--- src/rtl/notch_pkg.sv ---
// Shared types and helpers for the multi-channel adaptive notch filter.
// Saturating arithmetic is selected in the top by the NOTCH_SAT_EN macro.
package notch_pkg;

   typedef enum logic [3:0] {
      ST_IDLE, ST_RA, ST_S1, ST_S2, ST_SN, ST_AY, ST_GR, ST_UPD, ST_DONE
   } state_e;

   localparam int WIDE_W = 72;
   typedef logic signed [WIDE_W-1:0] wide_t;
   localparam wide_t ONE = wide_t'(1'b1);

   function automatic int coef_frac(input int coef_size);
      return coef_size - 2;
   endfunction

   function automatic int k_shift(input int data_w, input int coef_size, input int mu_shift);
      return 2 * (data_w - 1) - coef_frac(coef_size) + mu_shift;
   endfunction

   // Clamp v into the two's complement range of a width-bit signed number.
   function automatic wide_t sat(input wide_t v, input int width);
      wide_t hi;
      wide_t lo;
      hi = (ONE <<< (width - 1)) - ONE;
      lo = -(ONE <<< (width - 1));
      if (v > hi) begin
         sat = hi;
      end else if (v < lo) begin
         sat = lo;
      end else begin
         sat = v;
      end
   endfunction

endpackage

--- src/rtl/notch_mul.sv ---
// Signed multiplier with a registered product; the only multiplier in the filter.
module notch_mul #(
   parameter int A_W = 32,
   parameter int B_W = 31
) (
   input  logic                         clk,
   input  logic                         reset,
   input  logic signed [A_W-1:0]        a_i,
   input  logic signed [B_W-1:0]        b_i,
   output logic signed [A_W+B_W-1:0]    p_o
);

   logic signed [A_W+B_W-1:0] p_q;

   // Product register, one cycle of latency.
   always_ff @(posedge clk) begin
      if (reset) begin
         p_q <= '0;
      end else begin
         p_q <= a_i * b_i;
      end
   end

   assign p_o = p_q;

endmodule

--- src/rtl/notch_filter_mc.sv ---
// Multi-channel adaptive IIR notch sharing one registered multiplier.
// Define NOTCH_SAT_EN to saturate s and y instead of wrapping them.
module notch_filter_mc
   import notch_pkg::*;
#(
   parameter int NUM_CH    = 1,
   parameter int DATA_W    = 25,
   parameter int COEF_SIZE = 31,
   parameter int GUARD     = 4,
   parameter int A         = 32'sd1054722904,
   parameter int R         = 32'sd536334041,
   parameter int R2        = 32'sd535797707,
   parameter int MU_SHIFT  = 8
) (
   input  logic                     clk,
   input  logic                     reset,
   input  logic                     sample_trig,
   input  logic                     adapt_en,
   input  logic [NUM_CH*DATA_W-1:0] data_in,
   output logic [NUM_CH*DATA_W-1:0] data_out,
   output logic                     filter_done,
   output logic                     busy,
   output logic                     overrun
);

   localparam int CF    = coef_frac(COEF_SIZE);
   localparam int KS    = k_shift(DATA_W, COEF_SIZE, MU_SHIFT);
   localparam int SW    = DATA_W + GUARD;
   localparam int MA_W  = (COEF_SIZE + 1 > DATA_W) ? COEF_SIZE + 1 : DATA_W;
   localparam int MB_W  = (COEF_SIZE > SW) ? COEF_SIZE : SW;
   localparam int P_W   = MA_W + MB_W;
   localparam int CH_W  = (NUM_CH > 1) ? $clog2(NUM_CH) : 1;
   localparam int NSLOT = 1 << CH_W;

   state_e                       state_q;
   logic [CH_W-1:0]              ch_q;
   logic [NUM_CH*DATA_W-1:0]     x_q;
   logic signed [COEF_SIZE-1:0]  a_q    [NSLOT];
   logic signed [SW-1:0]         s1_q   [NSLOT];
   logic signed [SW-1:0]         s2_q   [NSLOT];
   logic signed [DATA_W-1:0]     ybuf_q [NSLOT];
   logic signed [P_W-1:0]        ra_s1_q;
   logic signed [SW-1:0]         s_q;
   logic signed [DATA_W-1:0]     y_q;
   logic [NUM_CH*DATA_W-1:0]     data_out_q;
   logic                         done_q;
   logic                         busy_q;
   logic                         overrun_q;

   logic signed [P_W-1:0]        p_s;
   logic signed [MA_W-1:0]       op_a_s;
   logic signed [MB_W-1:0]       op_b_s;
   logic signed [COEF_SIZE-1:0]  a_cur_s;
   logic signed [SW-1:0]         s1_cur_s;
   logic signed [SW-1:0]         s2_cur_s;
   logic signed [DATA_W-1:0]     x_cur_s;
   logic signed [MA_W-1:0]       ra_s;
   wide_t                        prod_sh_s;
   wide_t                        s_full_s;
   wide_t                        y_full_s;
   logic signed [SW-1:0]         s_nar_s;
   logic signed [DATA_W-1:0]     y_nar_s;
   logic signed [COEF_SIZE:0]    d_nar_s;
   logic signed [COEF_SIZE:0]    a_sum_s;
   logic signed [COEF_SIZE-1:0]  a_new_s;

   notch_mul #(.A_W(MA_W), .B_W(MB_W)) u_mul (
      .clk   (clk),
      .reset (reset),
      .a_i   (op_a_s),
      .b_i   (op_b_s),
      .p_o   (p_s)
   );

   // Per-channel datapath: the product register always holds the previous state's request.
   always_comb begin
      a_cur_s   = a_q[ch_q];
      s1_cur_s  = s1_q[ch_q];
      s2_cur_s  = s2_q[ch_q];
      x_cur_s   = x_q[ch_q*DATA_W +: DATA_W];
      prod_sh_s = wide_t'(p_s) >>> CF;
      ra_s      = prod_sh_s[MA_W-1:0];
      s_full_s  = wide_t'(x_cur_s) + wide_t'(ra_s1_q) - prod_sh_s;
      y_full_s  = wide_t'(s_q) - prod_sh_s + wide_t'(s2_cur_s);
`ifdef NOTCH_SAT_EN
      s_nar_s   = SW'(sat(s_full_s, SW));
      y_nar_s   = DATA_W'(sat(y_full_s, DATA_W));
`else
      s_nar_s   = SW'(s_full_s);
      y_nar_s   = DATA_W'(y_full_s);
`endif
      d_nar_s   = (COEF_SIZE+1)'(wide_t'(p_s) >>> KS);
      a_sum_s   = (COEF_SIZE+1)'(a_cur_s) + d_nar_s;
      a_new_s   = COEF_SIZE'(sat(wide_t'(a_sum_s), COEF_SIZE));
   end

   // Multiplier operand selection for each step of the channel schedule.
   always_comb begin
      op_a_s = '0;
      op_b_s = '0;
      case (state_q)
         ST_RA: begin
            op_a_s = MA_W'(R);
            op_b_s = MB_W'(a_cur_s);
         end
         ST_S1: begin
            op_a_s = ra_s;
            op_b_s = MB_W'(s1_cur_s);
         end
         ST_S2: begin
            op_a_s = MA_W'(R2);
            op_b_s = MB_W'(s2_cur_s);
         end
         ST_AY: begin
            op_a_s = MA_W'(a_cur_s);
            op_b_s = MB_W'(s1_cur_s);
         end
         ST_GR: begin
            op_a_s = MA_W'(y_nar_s);
            op_b_s = MB_W'(s1_cur_s);
         end
         default: begin
            op_a_s = '0;
            op_b_s = '0;
         end
      endcase
   end

   // Sequencer, per-channel state and registered outputs.
   always_ff @(posedge clk) begin
      if (reset) begin
         state_q    <= ST_IDLE;
         ch_q       <= '0;
         x_q        <= '0;
         ra_s1_q    <= '0;
         s_q        <= '0;
         y_q        <= '0;
         data_out_q <= '0;
         done_q     <= 1'b0;
         busy_q     <= 1'b0;
         overrun_q  <= 1'b0;
         for (int i = 0; i < NSLOT; i++) begin
            a_q[i]    <= COEF_SIZE'(A);
            s1_q[i]   <= '0;
            s2_q[i]   <= '0;
            ybuf_q[i] <= '0;
         end
      end else begin
         done_q <= 1'b0;
         busy_q <= (state_q != ST_IDLE);
         if (sample_trig && (state_q != ST_IDLE)) begin
            overrun_q <= 1'b1;
         end
         case (state_q)
            ST_IDLE: begin
               if (sample_trig) begin
                  x_q     <= data_in;
                  ch_q    <= '0;
                  state_q <= ST_RA;
               end
            end
            ST_RA: state_q <= ST_S1;
            ST_S1: state_q <= ST_S2;
            ST_S2: begin
               ra_s1_q <= prod_sh_s[P_W-1:0];
               state_q <= ST_SN;
            end
            ST_SN: begin
               s_q     <= s_nar_s;
               state_q <= ST_AY;
            end
            ST_AY: state_q <= ST_GR;
            ST_GR: begin
               y_q     <= y_nar_s;
               state_q <= ST_UPD;
            end
            ST_UPD: begin
               if (adapt_en) begin
                  a_q[ch_q] <= a_new_s;
               end
               s2_q[ch_q]   <= s1_cur_s;
               s1_q[ch_q]   <= s_q;
               ybuf_q[ch_q] <= y_q;
               if (ch_q == CH_W'(NUM_CH - 1)) begin
                  state_q <= ST_DONE;
               end else begin
                  ch_q    <= ch_q + CH_W'(1);
                  state_q <= ST_RA;
               end
            end
            ST_DONE: begin
               // All slots publish together so a reader never sees a mixed run.
               for (int i = 0; i < NUM_CH; i++) begin
                  data_out_q[i*DATA_W +: DATA_W] <= ybuf_q[i];
               end
               done_q  <= 1'b1;
               state_q <= ST_IDLE;
            end
            default: state_q <= ST_IDLE;
         endcase
      end
   end

   assign data_out    = data_out_q;
   assign filter_done = done_q;
   assign busy        = busy_q;
   assign overrun     = overrun_q;

endmodule

--- config.mk ---
export PLATFORM = sky130hd
export DESIGN_NAME = notch_filter_mc
export DESIGN_NICKNAME = d
export VERILOG_FILES = /design/src/rtl/notch_pkg.sv /design/src/rtl/notch_mul.sv /design/src/rtl/notch_filter_mc.sv
export SDC_FILE = /design/constraint.sdc
export NUM_CORES = 2
export LEC_CHECK = 0
export CAP_MARGIN = 25
export CELL_PAD_IN_SITES_DETAIL_PLACEMENT = 1
export CELL_PAD_IN_SITES_GLOBAL_PLACEMENT = 1
export CORE_MARGIN = 3
export CORE_UTILIZATION = 52
export CTS_BUF_LIST = sky130_fd_sc_hd__clkbuf_4 sky130_fd_sc_hd__clkbuf_8
export CTS_CLUSTER_SIZE = 8
export DETAILED_ROUTE_END_ITERATION = 10
export PLACE_DENSITY_LB_ADDON = 0.05
export SLEW_MARGIN = 15
export SYNTH_ARGS = -nofsm -noshare
export SYNTH_HDL_FRONTEND = slang
export SYNTH_SLANG_ARGS = --single-unit
--- constraint.sdc ---
create_clock -name clk -period 12.6 [get_ports clk]
set_input_delay 1.26 -clock clk [delete_from_list [all_inputs] [get_ports clk]]
set_output_delay 1.26 -clock clk [all_outputs]
set_load 0.02 [all_outputs]
* After elaboration in Yosys (flattened, before gate mapping)
Memory sizes are Yosys's and may differ from the RTL's. A register that Yosys moved wholly into a read port is not among the register bits.
Cells that the tools add are included.
** Storage, ports and cells
- Logic and storage cells :: 83
- Memory bits (read-only) :: 0
- Latch bits :: 0
- Register bits :: 177
- Memories kept :: 4
- RAM bits :: 228
** Operators by class
- Muxes and demuxes :: 38
- Add/subtract/negate cells :: 6
- Eq/ne operators :: 9
- Divide/modulo/power cells :: 0
- Shift-type cells :: 1
- Magnitude comparators :: 2
- $mul :: 2
- Reduce and logical (&&, ||, !) cells :: 11
- Bitwise logic cells :: 0
** Memory list
- a_q :: words 2, width 31, rd ports 1, clocked after memory_dff 1, write ports 2, RTL line notch_filter_mc.sv:38 : logic signed [COEF_SIZE-1:0] a_q [NSLOT];
- s1_q :: words 2, width 29, rd ports 1, clocked after memory_dff 1, write ports 2, RTL line notch_filter_mc.sv:39 : logic signed [SW-1:0] s1_q [NSLOT];
- s2_q :: words 2, width 29, rd ports 1, clocked after memory_dff 1, write ports 2, RTL line notch_filter_mc.sv:40 : logic signed [SW-1:0] s2_q [NSLOT];
- ybuf_q :: words 2, width 25, rd ports 1, clocked after memory_dff 1, write ports 2, RTL line notch_filter_mc.sv:41 : logic signed [DATA_W-1:0] ybuf_q [NSLOT];
** Operators with widths (count)
- one-hot mux 32 bit (5 select lines) :: 1
- two-way mux 31 bit :: 3
- one-hot mux 31 bit (3 select lines) :: 1
- multiplier 32 x 31 -> 61 bit :: 1
- two-way mux 29 bit :: 2
- OR reduction 29 bit :: 2
- adder 31 x 32 -> 32 bit :: 1
- greater-than comparator 32 x 31 -> 1 bit (second input constant) :: 1
- less-than comparator 32 x 31 -> 1 bit (second input constant) :: 1
- one-hot mux 4 bit (8 select lines) :: 1
- OR reduction 31 bit :: 1
- adder 25 x 29 -> 29 bit :: 1
- subtractor 29 bit :: 1
- two-way mux 1 bit :: 26
- adder 25 bit :: 1
- two-way mux 25 bit :: 1
- OR reduction 25 bit :: 1
- variable part select 25 x 7 -> 25 bit :: 1
- subtractor 25 bit :: 1
- == test 4 x 3 -> 1 bit (second input constant) :: 4
- == test 4 x 2 -> 1 bit (second input constant) :: 2
- two-way mux 4 bit :: 2
- multiplier 1 x 5 -> 6 bit (second input constant) :: 1
- == test 4 x 1 -> 1 bit (second input constant) :: 1
- 10 further kinds :: 11

* Logic depth before layout (Yosys ltp)
- Word-level depth :: 6
- Gate-level depth with buffers :: 47
- Gate-level depth less buffers :: 44

* Modules after synthesis
A second synthesis with hierarchy kept.
** Second synthesis, totals
- Cells, all modules :: 5881
- Area total of the unflattened synthesis :: 53426.2 µm²
** Modules (own cells, without submodules)
- notch_mul :: times used 1, cells an instance 4030, sequential area each 1261.2 µm², area an instance 37268.2 µm²
- notch_filter_mc :: times used 1, cells an instance 1851, sequential area each 6226.0 µm², area an instance 16158.0 µm²

* Worst setup path after synthesis
OpenSTA, ideal clock, no wires.
- Path kind :: flip-flop to flip-flop
- From :: reg s_q[13]
- To :: reg u_mul.p_q[60], in the netlist u_mul.p_o[60]
- Path slack :: 2.315 ns
- Data arrival time :: 10.157 ns
- Cell stages (with the launch flop) :: 39
- Path buffers :: 1
- Setup time :: 0.128 ns
- Clock period less this slack :: 10.285 ns
- Cells stage by stage :: dfxtp_1 > inv_1 > fa_1 > inv_1 > ha_1 > a211oi_1 > o21ai_1 > a221oi_1 > a31oi_1 > o31a_1 > xnor2_1 > nor2_1 > a21oi_1 > nand2_1 > buf_2 > nand2_1 > fa_1 > fa_1 > [... 3 more ...] > fa_1 > inv_1 > fa_1 > fa_1 > fa_1 > fa_1 > ha_1 > a21o_1 > a21o_1 > a21oi_1 > o21ai_0 > a31oi_1 > o21ai_0 > a21o_2 > o31ai_2 > xnor2_2 > xnor2_1 > nor2_1
** On the way
- Cells in the longest elaborated chain, start to end :: 4
** Ends and longest elaborated chain
- start, declared :: RTL line notch_filter_mc.sv:43 : logic signed [SW-1:0] s_q;
- start signal, assigned :: RTL line notch_filter_mc.sv:169 : s_q <= s_nar_s;
- subtractor 25 bit :: RTL line notch_filter_mc.sv:84 : y_full_s = wide_t'(s_q) - prod_sh_s + wide_t'(s2_cur_s);
- adder 25 bit :: RTL line notch_filter_mc.sv:84
- one-hot mux 32 bit (5 select lines) :: RTL line notch_filter_mc.sv:101 : case (state_q)
- multiplier 32 x 31 -> 61 bit :: RTL line notch_mul.sv:20 : p_q <= a_i * b_i;
- end signal, assigned :: RTL line notch_mul.sv:20
- end, declared :: RTL line notch_mul.sv:13 : logic signed [A_W+B_W-1:0] p_q;
Every way passes these cells.
A chain may end at the register's enable or synchronous reset.

* Final worst setup path
- From :: reg u_mul.p_q[30], in the netlist u_mul.p_o[30]
- To :: reg u_mul.p_q[53], in the netlist u_mul.p_o[53]
** On the way
- Cells in the longest elaborated chain, start to end :: 4
** Ends and longest elaborated chain (RTL line)
- subtractor 25 bit :: notch_filter_mc.sv:84
- adder 25 bit :: notch_filter_mc.sv:84
- one-hot mux 32 bit (5 select lines) (*) :: notch_filter_mc.sv:101
- multiplier 32 x 31 -> 61 bit (*) :: notch_mul.sv:20
Every way passes the cells marked *; elsewhere a longest branch is shown, timed or not.

==> impl_metrics.ini <==
[synth]
seq_area_frac_synth = 0.1371
synth_seq_cells = 288
synth_top_family_by_area = adder cells
syn_area_sq_um = 50380
ys_top_cells_by_area = fa_1 43%, inv_1 9.8%, dfxtp_1 6.9%
synth_edf_count = 114
synth_ff_type = dfxtp_1
yosysWarnings = 0
yosysTopAreaCell = fa_1
synth_simple_gate_area_frac = 0.1501
synth_xor_area_frac = 0.02272
synth-adder-area-share = 0.4948
netlist.area_leader.share = 0.4287
synth_cell_types = 92
synth_compound_area_frac = 0.07632
syn-num-nets = 7111
synthMuxAreaShare = 0.0001987
async_reset_ff_frac = 0
syn_avg_cell_area_sq_um = 8.776
synthCells = 5741

[global_route]
grt_pass1_wl_um = 284200
use_met2 = 0.6356
gr-usage-met1 = 0.4840
grt_use_met3 = 0.07253
grt_max_degree = 73
first_global_vias = 45020
grt_use_total = 0.3887
antenna_found_initial = 8
gr-total-overflow = 0
grt.busiest_layer = met2

[worst_setup_path]
start_kind = flip-flop
crit_path_end_kind = flip-flop
cp.required_ns = 13.08
arrival_ns = 12.38
cp_max_fo = 8
path_class = flip-flop to flip-flop
cpPeakStageDelay_ns = 0.82
r2r-end = u_mul.p_o[53]
cpMaxStageDelayCell = a21oi_2
rr_startpoint = u_mul.p_o[30]
ff2ff_path_depth = 39
rrSetupSlack_ns = 0.70
path_common_cell = fa_1

[routing]
drtPass1Iterations = 5
wl_um = 190500
via_per_inst = 5.784
ant_nets = 0
drt_iter0_drc = 3011
vias = 40840
drc = 0
wl_per_cell_um = 26.98

[timing]
setup_tns_ns = 0
fin_crit_sh = 0.9448
fin_crit_ns = 11.90
hold_viol = 0
max_freq_mhz = 84.01
slew_violations = 0
tightest_slew_ns = 1.254
rsz0062_at_grt = false
clock_skew_ns = 0.04376
maxSlewHeadroom = 0.1643
setup_viol_count_final = 0

[placement]
port_buffers = 56
dp_hpwl_um = 155300
gp_congestion = 0.9777

[power_and_ir_drop]
p_per_area_nw_per_um2 = 267.9
p_total_mw = 14.43
p_leak_nw = 26.24
vdd_ir_drop_max_mv = 0.2723

[clocking]
clock_latency_ns = 0.63
post_cts_buffers = 0
cts_made_buffers = 45
cts_tree = built
clockBufferDepth = 3
path_clk_slew_ns = 0.08
clock-sinks = 288
cts_max_level = 2
cts_resized = 0
holdBufCountCts = 0
clk_root_buffer_cell = clkbuf_8

[finish]
layout.nets = 7126
post-route-util = 0.5634
fillers = 11240
layout-drive-gt1-share = 0.05389
areaGrowthSynthToFinish_pct = 6.877

[floorplan]
die-area_sq_um = 100700
rows = 113
start_util = 0.5271
chipWidth_um = 317.3
die_h_um = 317.3
ioPinCount = 57
core_sq_um = 95580

[run_status]
status = finished clean

[worst_hold_path]
min_path_cells = 2
min_to = y_q[0]
holdCritStartpoint = y_q[0]
hold_path_class = flip-flop to flip-flop

[job]
maxCapViolations = 0
[final cells by class]
cell class | count | area (sq um) | share of cell area
antenna | 6 | 15.01 | 0.0002788
timing repair buffer | 225 | 1878 | 0.03488
tap | 1265 | 1583 | 0.02939
clock inverter | 6 | 42.54 | 0.0007900
clock buffer | 75 | 888.4 | 0.01650
sequential | 288 | 6907 | 0.1283
multi-input combinational | 3875 | 37570 | 0.6978
inverter | 1321 | 4959 | 0.09209
[critical path, delay by kind of cell (launching register included)]
kind                     cells  cell delay [ns]
XOR/XNOR                     2             0.30
adder cells (fa/ha/maj)     11             5.09
AND/OR/NAND/NOR              7             1.44
flip-flops                   1             0.47
buffers and inverters        6             0.49
AO/OA/AOI/OAI               13             3.95
[placed cells by master (no fill, tap or decap), types with 31 or more instances in the layout]
cell type | netlist | routed
ha_1 | 262 | 262
a21o_1 | 60 | 60
nand4_1 | 31 | 31
nor3_1 | 41 | 40
o21ai_0 | 62 | 61
xnor2_1 | 83 | 83
clkdlybuf4s50_1 | 0 | 55
xor2_1 | 44 | 44
inv_1 | 1321 | 1321
nor2_1 | 603 | 600
clkbuf_8 | 0 | 52
fa_1 | 1079 | 1079
nand2_1 | 886 | 885
dfxtp_1 | 174 | 174
a22oi_1 | 31 | 31
edfxtp_1 | 114 | 114
and2_1 | 92 | 90
a21oi_1 | 253 | 249
nand3_1 | 38 | 37
buf_4 | 5 | 164
[kinds of logic after synthesis]
kind of cell | after synthesis
and+or+nand+nor | 1806
xor gates and xnor gates | 129
buffers and inverters | 1578
muxes | 1
AOI/OAI and AO/OA | 593
adders and majority gates | 1346
DFF | 288
[sequential cells by signal, summed over array words and instances, names as in the netlist]
register,flops
data_out,25
filter_done,1
a_q,31
ra_s1_q,29
overrun,1
s1_q,29
y_q,25
state_q,4
u_mul.p_o,34
x_q,25
ybuf_q,25
s2_q,29
s_q,29
busy,1
[layer usage]
metal | up-vias | wire length, um
met4 | 6 | 14070
met3 | 637 | 16000
met5 | - | 39
met2 | 1812 | 89410
li1 | 17180 | -
met1 | 21200 | 70970
[Yosys cell counts (all sizes together) (38+ instances only)]
library cell	n
nor2	606
a21oi	255
dfxtp	174
nand3	38
buf	43
and2	99
edfxtp	114
clkbuf	214
o21ai	95
inv	1321
a21o	62
nand2	886
xnor2	85
nor3	41
ha	262
fa	1079
xor2	44
[report_power, final]
part / internal, mW / switching, mW
combinational: 4.53 / 7.83
clock: 0.445 / 0.410
sequential: 1.08 / 0.137
[worst max path at each step]
stage / start / endpoint / slack (ns) / depth (start not counted)
after global placement: s_q[1] / u_mul.p_o[53] / 1.06 / 40
after floorplan: s_q[13] / u_mul.p_o[60] / 2.32 / 38
final: u_mul.p_o[30] / u_mul.p_o[53] / 0.70 / 39
after global routing: s_q[1] / u_mul.p_o[60] / 0.06 / 37
after CTS: u_mul.p_o[30] / u_mul.p_o[53] / 0.76 / 39
after detailed placement: s_q[1] / u_mul.p_o[53] / 0.85 / 40
[stage by stage]
step	worst slack, ns	instances	hold WS (ns)	instance area [sq um]
6_report	0.6961	7061	0.4529	53850
5_1_grt	0.06328	7055	0.4715	53830
4_1_cts	0.7625	7052	0.4550	53790
3_5_place_dp	0.8464	6971	0.4451	52860
3_3_place_gp	1.057	6970	0.4391	52850
2_1_floorplan	2.315	5741	0.4273	50380
No activity file was read; power rests on OpenSTA's default activity.
